## config.mk

```make
export PLATFORM = sky130hd
export DESIGN_NAME = clk_freq_meter
export DESIGN_NICKNAME = d
export VERILOG_FILES = /design/src/rtl/clk_freq_meter_pkg.sv /design/src/rtl/sync_edge_det.sv /design/src/rtl/clk_freq_meter.sv
export SDC_FILE = /design/constraint.sdc
export NUM_CORES = 1
export LEC_CHECK = 0
export ABC_AREA = 1
export CAP_MARGIN = 20
export CORE_ASPECT_RATIO = 0.9
export CORE_MARGIN = 2
export CORE_UTILIZATION = 63
export DETAILED_ROUTE_END_ITERATION = 16
export DONT_BUFFER_PORTS = 1
export PLACE_DENSITY_LB_ADDON = 0.08
export SYNTH_ARGS = -nofsm -noshare
export SYNTH_HDL_FRONTEND = slang
export SYNTH_SLANG_ARGS = --single-unit
```

## constraint.sdc

```tcl
create_clock -name clki_i -period 2.38 [get_ports clki_i]
set_input_delay 0.476 -clock clki_i [delete_from_list [all_inputs] [get_ports clki_i]]
set_output_delay 0.476 -clock clki_i [all_outputs]
set_load 0.01 [all_outputs]
```

## src/rtl/clk_freq_meter_pkg.sv

```systemverilog
//------------------------------------------------------------------------------
// clk_freq_meter_pkg : FSM state encoding and gate-counter sizing helper.
// Revision: 1.0
//------------------------------------------------------------------------------
`default_nettype none

package clk_freq_meter_pkg;

    typedef enum logic [0:0] {
        ST_IDLE = 1'b0,
        ST_GATE = 1'b1
    } state_e;

    // Width of a counter that runs 0 .. gate_cycles-1.
    function automatic int gate_cnt_width(input int gate_cycles);
        return (gate_cycles < 2) ? 1 : $clog2(gate_cycles);
    endfunction

endpackage

`default_nettype wire

```

## src/rtl/sync_edge_det.sv

```systemverilog
//------------------------------------------------------------------------------
// sync_edge_det : 2-flop synchroniser plus edge register, rising-edge output.
// Revision: 1.0
//------------------------------------------------------------------------------
`default_nettype none

module sync_edge_det (
    input  logic clk_i,
    input  logic rst_i,
    input  logic d_i,
    output logic rise_o
);

    logic sync1_q;
    logic sync2_q;
    logic edge_q;

    always_ff @(posedge clk_i) begin
        if (rst_i) begin
            sync1_q <= 1'b0;
            sync2_q <= 1'b0;
            edge_q  <= 1'b0;
        end else begin
            sync1_q <= d_i;
            sync2_q <= sync1_q;
            edge_q  <= sync2_q;
        end
    end

    // Edge flags in the cycle the third stage is loading a 1 over a 0.
    assign rise_o = sync2_q & ~edge_q;

endmodule

`default_nettype wire

```

## src/rtl/clk_freq_meter.sv

```systemverilog
//------------------------------------------------------------------------------
// clk_freq_meter : gated edge counter with range check and debounced lock.
// Optional: CLK_FREQ_METER_UNLOCK_HYST_EN adds two-bad-window unlock hysteresis.
// Revision: 1.0
//------------------------------------------------------------------------------
`default_nettype none

module clk_freq_meter
    import clk_freq_meter_pkg::*;
#(
    parameter int GATE_CYCLES  = 24000,
    parameter int CNT_W        = 16,
    parameter int EXP_MIN      = 990,
    parameter int EXP_MAX      = 1010,
    parameter int LOCK_WINDOWS = 4
) (
    input  logic             clki_i,
    input  logic             rst_i,
    input  logic             enable_i,
    input  logic             meas_in_i,
    output logic [CNT_W-1:0] count_o,
    output logic             count_valid_o,
    output logic             in_range_o,
    output logic             overflow_o,
    output logic             locked_o
);

    localparam int GW = gate_cnt_width(GATE_CYCLES);
    localparam int LW = $clog2(LOCK_WINDOWS + 1);

    localparam logic [GW-1:0]    C_GATE_LAST = GW'(GATE_CYCLES - 1);
    localparam logic [CNT_W-1:0] C_EXP_MIN   = CNT_W'(EXP_MIN);
    localparam logic [CNT_W-1:0] C_EXP_MAX   = CNT_W'(EXP_MAX);
    localparam logic [LW-1:0]    C_LOCK_N    = LW'(LOCK_WINDOWS);

    logic w_rise;

    sync_edge_det u_sync (
        .clk_i  (clki_i),
        .rst_i  (rst_i),
        .d_i    (meas_in_i),
        .rise_o (w_rise)
    );

    state_e           state_q;
    logic [GW-1:0]    gate_cnt_q;
    logic [CNT_W-1:0] edge_cnt_q;
    logic             win_ovf_q;
    logic [CNT_W-1:0] count_q;
    logic             valid_q;
    logic             in_range_q;
    logic             overflow_q;
    logic [LW-1:0]    good_cnt_q;
    logic             locked_q;
`ifdef CLK_FREQ_METER_UNLOCK_HYST_EN
    logic             bad_prev_q;
`endif

    logic [CNT_W-1:0] edge_cnt_d;
    logic             win_ovf_d;
    logic             w_sat;
    logic             w_last;
    logic             w_in_range;
    logic [LW-1:0]    good_cnt_d;

    always_comb begin
        w_sat      = &edge_cnt_q;
        edge_cnt_d = (w_rise && !w_sat) ? edge_cnt_q + 1'b1 : edge_cnt_q;
        win_ovf_d  = win_ovf_q | (w_rise & w_sat);
        w_last     = (gate_cnt_q == C_GATE_LAST);
        w_in_range = !win_ovf_d && (edge_cnt_d >= C_EXP_MIN) && (edge_cnt_d <= C_EXP_MAX);
        good_cnt_d = (good_cnt_q == C_LOCK_N) ? good_cnt_q : good_cnt_q + 1'b1;
    end

    always_ff @(posedge clki_i) begin
        if (rst_i) begin
            state_q    <= ST_IDLE;
            gate_cnt_q <= '0;
            edge_cnt_q <= '0;
            win_ovf_q  <= 1'b0;
            count_q    <= '0;
            valid_q    <= 1'b0;
            in_range_q <= 1'b0;
            overflow_q <= 1'b0;
            good_cnt_q <= '0;
            locked_q   <= 1'b0;
`ifdef CLK_FREQ_METER_UNLOCK_HYST_EN
            bad_prev_q <= 1'b0;
`endif
        end else begin
            valid_q <= 1'b0;
            case (state_q)
                ST_IDLE: begin
                    gate_cnt_q <= '0;
                    edge_cnt_q <= '0;
                    win_ovf_q  <= 1'b0;
                    good_cnt_q <= '0;
                    locked_q   <= 1'b0;
`ifdef CLK_FREQ_METER_UNLOCK_HYST_EN
                    bad_prev_q <= 1'b0;
`endif
                    if (enable_i) begin
                        state_q <= ST_GATE;
                    end
                end
                ST_GATE: begin
                    if (!enable_i) begin
                        // Partial window is dropped; result registers keep their values.
                        state_q    <= ST_IDLE;
                        gate_cnt_q <= '0;
                        edge_cnt_q <= '0;
                        win_ovf_q  <= 1'b0;
                        good_cnt_q <= '0;
                        locked_q   <= 1'b0;
`ifdef CLK_FREQ_METER_UNLOCK_HYST_EN
                        bad_prev_q <= 1'b0;
`endif
                    end else if (w_last) begin
                        gate_cnt_q <= '0;
                        edge_cnt_q <= '0;
                        win_ovf_q  <= 1'b0;
                        count_q    <= edge_cnt_d;
                        overflow_q <= win_ovf_d;
                        in_range_q <= w_in_range;
                        valid_q    <= 1'b1;
                        if (w_in_range) begin
                            good_cnt_q <= good_cnt_d;
                            if (good_cnt_d == C_LOCK_N) begin
                                locked_q <= 1'b1;
                            end
`ifdef CLK_FREQ_METER_UNLOCK_HYST_EN
                            bad_prev_q <= 1'b0;
`endif
                        end else begin
                            good_cnt_q <= '0;
`ifdef CLK_FREQ_METER_UNLOCK_HYST_EN
                            bad_prev_q <= 1'b1;
                            if (win_ovf_d || bad_prev_q) begin
                                locked_q <= 1'b0;
                            end
`else
                            locked_q <= 1'b0;
`endif
                        end
                    end else begin
                        gate_cnt_q <= gate_cnt_q + 1'b1;
                        edge_cnt_q <= edge_cnt_d;
                        win_ovf_q  <= win_ovf_d;
                    end
                end
                default: state_q <= ST_IDLE;
            endcase
        end
    end

    assign count_o       = count_q;
    assign count_valid_o = valid_q;
    assign in_range_o    = in_range_q;
    assign overflow_o    = overflow_q;
    assign locked_o      = locked_q;

endmodule

`default_nettype wire
```

==> impl_metrics.tcl, run 1 <==
set metrics [dict create \
    dpl_cell_area_um2 3000 \
    final_cell_area_um2 3270 \
    slowest_delay_ns 0.35 \
    synthAdderAreaFrac_pct 1.72 \
    ctsLongestPathBuffers 2 \
    start_kind "flop" \
    max_freq_mhz 467 \
    core_um2 4430 \
    finalSetupViolations 0 \
    yosys-top-cells-count "nand2_1, nor2_1, dfxtp_1" \
    portBuffers 0 \
    dr_total_vias 2711 \
    period_share_pct 89.9 \
    synthToLayoutAreaGrowth_pct 12.7 \
    drv_cap 0 \
    synth_cell_type_count 35 \
    yosys.area.top_type "dfxtp_1" \
    fp-row-count 23 \
    ir_drop_uv 534 \
    critPathArrivalTime_ns 2.41 \
    crit_chain "ha_1, nand2_1, inv_2, nand3_1, nor2_2, nand2_1, nor4_4, nand2_2, inv_2, buf_12, o21ai_0, a21oi_1" \
    synth-edff-count 0 \
    p_switching_mw 0.442 \
    synthArstFlopShare_pct 0 \
    ys.flop_type "dfxtp_1" \
    cts_tree "built" \
    relSlewSlack_pct 67.1 \
    dr.pass1.iters 6 \
    via_per_inst 5.40 \
    synth_seq_area_share_pct 40.7 \
    layout_setup_ws_ns 0.240 \
    hold_path.class "in2reg" \
    drt_iter0_markers 313 \
    combPwrFrac_pct 1.7 \
    synth_compound_area_share_pct 11.1 \
    yosys_warnings 0 \
    crit_path_max_fanout 34 \
    endpoint_kind "flop" \
    synth_simple_gate_area_share_pct 33.9 \
    synth_most_common_cell "nand2_1" \
    clkTransAtPathRegs_ns 0.07 \
    ios 24 \
    routabilityCongestion 0.932 \
    route.detailed.drc 0 \
    synth-seq-cells 59 \
    min_period_ns 2.14 \
    cts_max_level 3 \
    cts.sinks 59 \
    drtAntennaViolNets 0 \
    grt_max_degree 35 \
    synth_nets 431 \
    start_util_pct 65.6 \
    netlist_area_um2 2910 \
    synthTopCellsByArea "dfxtp_1, nand2_1, nor2_1, inv_1, a21oi_1" \
    worst_path_dominant_cell_family "simple AND/OR/NAND/NOR gates" \
    fillers 380 \
    final_nets 443 \
    wl_um 6710 \
    yosysTopAreaCellShare_pct 40.7 \
    antenna_found_initial 0 \
    drive_above_1_share_pct 11.4 \
    p_clk_share_pct 50.9 \
    die_w_um 75.6 \
    grt_pass1_wl_um 10900 \
    crit_slowest_cell "dfxtp_1" \
    grt_use_total_pct 28.9 \
    synth_top_family_by_area "simple AND/OR/NAND/NOR gates" \
    final_cells 502 \
    synthCells 423 \
    leakagePower_nw 1.34 \
    dp_hpwl_um 4820 \
    cp_num_buf_inv 3 \
    die-area_um2 5170 \
    insertion_delay_ns 0.34 \
    status "finished clean" \
    hold_viol 0 \
    cts-root-buf "clkbuf_8" \
    worst_ep_required_time_ns 2.65 \
    report.final.slew_viol_count 0 \
    cts_buffers 9 \
    clock-skew-final_ns 0.00755 \
    max_slew.worst_pin.slew_ns 0.491 \
    dp.cells 484 \
    dpl_worst_slack_ns 0.0918 \
    power_density_nw_per_um2 639 \
    pwr-share-seq_pct 47.4 \
    antennaDiodeCount 0 \
    first_global_vias 2299 \
    grt_overflow 0 \
    die_h_um 68.4 \
    switching_share_pct 21.1 \
    syn_avg_cell_area_um2 6.87 \
    synthXorXnorAreaFrac_pct 2.71 \
    synthMuxAreaShare_pct 0 \
    p_int_mw 1.65 \
    wire_per_inst_um 13.4 \
    critPathKind "reg2reg" \
]
## metrics by stage
stage	TNS (ns)	utilization, %	power (mW)	hold slack, ns
3_5_place_dp	0	67.8	1.05	0.401
2_1_floorplan	0	-	1.04	0.388
3_3_place_gp	0	67.8	1.05	0.405
6_report	0	73.9	2.09	0.191
5_1_grt	-0.00413	73.9	2.14	0.179
4_1_cts	0	73.1	2.11	0.182
## metal layers
layer / part of all wire [%] / wire [um] / global-route usage (%)
met1: 45 / 3010 / 40.9
met5: 0 / 0 / 0
met2: 43 / 2890 / 41.2
met4: 1.8 / 121 / 7.89
met3: 10 / 690 / 10.6
## placed cells by master (no fill, tap or decap), types with 2 or more instances in the layout
| cell | instances |
|---|---|
| nand2_2 | 5 |
| nor3_1 | 7 |
| ha_1 | 4 |
| clkbuf_8 | 11 |
| o211ai_1 | 6 |
| o21ai_0 | 18 |
| bufinv_16 | 2 |
| xnor2_1 | 2 |
| o21ai_1 | 4 |
| nand2_1 | 102 |
| inv_1 | 54 |
| nand2_4 | 2 |
| buf_4 | 9 |
| clkinv_1 | 2 |
| nor2_4 | 3 |
| nand3_1 | 17 |
| or2_1 | 2 |
| clkinvlp_4 | 2 |
| a21oi_1 | 24 |
| xor2_1 | 7 |
| nand4_1 | 9 |
| dfxtp_1 | 59 |
| inv_2 | 5 |
| nor2_2 | 3 |
| nor2_1 | 66 |
| a21oi_2 | 2 |
## registers in the layout, indices dropped and copies added (netlist names)
register,cells
u_sync.sync1_q,1
state_q,1
gate_cnt_q,15
edge_cnt_q,16
win_ovf_q,1
u_sync.edge_q,1
count_o,16
good_cnt_q,3
count_valid_o,1
u_sync.sync2_q,1
in_range_o,1
locked_o,1
overflow_o,1
## kinds of logic after synthesis
kind of cell	Yosys count
xor gates and xnor gates	9
buffers and inverters	71
DFF	59
AOI/OAI and AO/OA	58
adders and majority gates	4
and+or+nand+nor	222
## power by group through the flow
stage               Combinational (mW)  Sequential [mW]  Clock [mW]
finish                          0.0353            0.992        1.06
global placement                0.0326             1.01           0
global route                    0.0393            0.992        1.11
floorplan                       0.0274             1.01           0
detailed placement              0.0328             1.01           0
CTS                             0.0332            0.992        1.08
## layout make-up
type,count,area (um2),share of cell area (%)
multi-input cells,293,1450,44.3
flip-flops and latches,59,1180,36.1
inverters,61,229,7.00
clock buffers,11,151,4.63
repair buffers,11,98.8,3.02
clock inverters,5,83.8,2.56
well taps,62,77.6,2.37
## repair_timing
| action | CTS | global route |
|---|---|---|
| gates resized for setup | 0 | 6 |
| endpoints found under the setup margin | 0 | 19 |
| hold buffers | 0 | 0 |
| setup buffers | 0 | 2 |
## path summary, 6_finish.rpt
path	start	end	slack, ns	cells after the start
worst max-delay path	gate_cnt_q[0]$_SDFF_PP0_	count_o[1]$_SDFFE_PP0P_	0.24	12
worst min-delay path	rst_i	u_sync.sync2_q$_SDFF_PP0_	0.19	1
worst max register to register	gate_cnt_q[0]$_SDFF_PP0_	count_o[1]$_SDFFE_PP0P_	0.24	12
worst min register to register	u_sync.sync1_q$_SDFF_PP0_	u_sync.sync2_q$_SDFF_PP0_	0.40	2
## worst reg2reg max path, delay by kind of cell (launching register included)
family / cells / cell delay (ns)
buffers and inverters: 3 / 0.33
adders and majority gates: 1 / 0.18
DFF: 1 / 0.35
and+or+nand+nor: 6 / 0.88
AOI/OAI and AO/OA: 2 / 0.32
(Power assumes the default switching activity.)
==> run 2, diff against run 1 <==
CORE_MARGIN = unset   (was 2)
GPL_ROUTABILITY_DRIVEN = 0   (was unset)
REMOVE_ABC_BUFFERS = 1   (was unset)
==> impl_metrics.tcl, run 2 (synthesis gave the netlist of run 1 again) <==
set metrics [dict create \
    die_h_um 66.4 \
    dp_hpwl_um 4690 \
    start_util_pct 65.6 \
    final_nets 439 \
    finalSetupViolations 0 \
    drive_above_1_share_pct 10.1 \
    critPathKind "reg2reg" \
    relSlewSlack_pct 65.3 \
    min_period_ns 2.19 \
    critPathArrivalTime_ns 2.46 \
    worst_ep_required_time_ns 2.65 \
    status "finished clean" \
    final_cells 497 \
    leakagePower_nw 1.31 \
    final_common_cell "nand2_1" \
    report.final.slew_viol_count 0 \
    core_um2 4430 \
    wl_um 6460 \
    ctsLongestPathBuffers 2 \
    cts_max_level 3 \
    dr.pass1.iters 6 \
    route.detailed.drc 0 \
    setup-tns-final_ns 0 \
    min_path_cells 1 \
    grt_max_degree 23 \
    insertion_delay_ns 0.34 \
    crit_path_max_fanout 13 \
    via_per_inst 5.26 \
    grt_use_total_pct 28.0 \
    power_density_nw_per_um2 629 \
    synthToLayoutAreaGrowth_pct 10.8 \
    drv_cap 0 \
    start_kind "flop" \
    hold_start "rst_i" \
    hold_path.class "in2reg" \
    hold_viol 0 \
    drtAntennaViolNets 0 \
    dr_total_vias 2615 \
    ios 24 \
    cts_buffers 9 \
    cts.sinks 59 \
    cts-root-buf "clkbuf_8" \
    first_global_vias 2199 \
    dp.cells 481 \
    hold_slack_ns 0.195 \
    grt_pass1_wl_um 10000 \
    reg2reg_depth 12 \
    die-area_um2 4890 \
    dpl_worst_slack_ns 0.0973 \
    max_slew.worst_pin.slew_ns 0.518 \
    r2r-end "count_o[3]$_SDFFE_PP0P_" \
    holdBufCountCts 0 \
    cts_tree "built" \
    endpoint_kind "flop" \
    clock-skew-final_ns 0.00611 \
    min_to "u_sync.sync2_q$_SDFF_PP0_" \
    period_share_pct 92.1 \
    antennaDiodeCount 0 \
    wire_per_inst_um 13.0 \
    ir_drop_uv 527 \
    layout_setup_ws_ns 0.188 \
    portBuffers 0 \
    max_freq_mhz 456 \
    grt_overflow 0 \
    fp-row-count 23 \
    clkTransAtPathRegs_ns 0.07 \
    power_mw 2.02 \
    die_w_um 73.6 \
    critPathLaunch "gate_cnt_q[0]$_SDFF_PP0_" \
    layout.cells.most_common_list "nand2_1, nor2_1, dfxtp_1" \
    antenna_found_initial 0 \
    r2r_start "gate_cnt_q[0]$_SDFF_PP0_" \
    drt_iter0_markers 189 \
    reg2reg_slack_ns 0.19 \
]
[run 2: cell count changes in the layout (fill, tap and decap cells not counted), moves of 2 or more]
cell	change
nor2_2	-2
nor2_1	+2
buf_4	-3
clkinv_2	+2
[run 2: layer usage]
metal,up-vias,GRT usage [%],share of wire [%]
li1,1361,-,-
met1,1158,37.6,49
met2,88,40.4,44
met3,8,9.60,5.6
met4,0,11.5,1.4
met5,-,0,0
[run 2: worst max path at each step]
stage,cells past startpoint,slack [ns],to
final,12,0.19,count_o[3]$_SDFFE_PP0P_
after global routing,12,-0.02,count_o[4]$_SDFFE_PP0P_
after CTS,12,0.09,in_range_o$_SDFFE_PP0P_
after detailed placement,12,0.1,in_range_o$_SDFFE_PP0P_
after global placement,12,0.18,locked_o$_SDFFE_PP0P_
after floorplan,12,0.39,good_cnt_q[2]$_SDFFE_PP0P_
[run 2: power breakdown]
group          internal (mW)  switching (mW)
clock network          0.608           0.387
registers              0.991         0.00159
logic                0.00994          0.0262
total                   1.61           0.415
[run 2: worst max-delay path: stages, from the launching register on]
cell and delay (ns):
dfxtp_1 0.35, ha_1 0.17, nand2_1 0.07, inv_2 0.08
nand3_1 0.08, nor2_1 0.17, nand2_1 0.14, nor4_4 0.33
nand2_2 0.14, inv_4 0.15, buf_4 0.20, o21ai_0 0.10
a21oi_1 0.14
[run 2: layout make-up]
type / count / area, um2
clock buffers: 10 / 138
fillers: 368 / 1210
clock inverters: 5 / 77.6
flip-flops and latches: 59 / 1180
inverters: 61 / 231
repair buffers: 7 / 65.1
multi-input cells: 293 / 1450
well taps: 62 / 77.6
[run 2: metrics by stage]
stage               instance area (um2)  utilization, %
CTS                                3200            72.1
detailed placement                 2980            67.3
global placement                   2980            67.3
floorplan                          2850               -
finish                             3220            72.6
global route                       3220            72.6
[run 2: timing repair]
action                     4_1_cts  5_1_grt
gates resized for setup          0        5
setup endpoints to repair        0       12
buffers inserted                 0        1
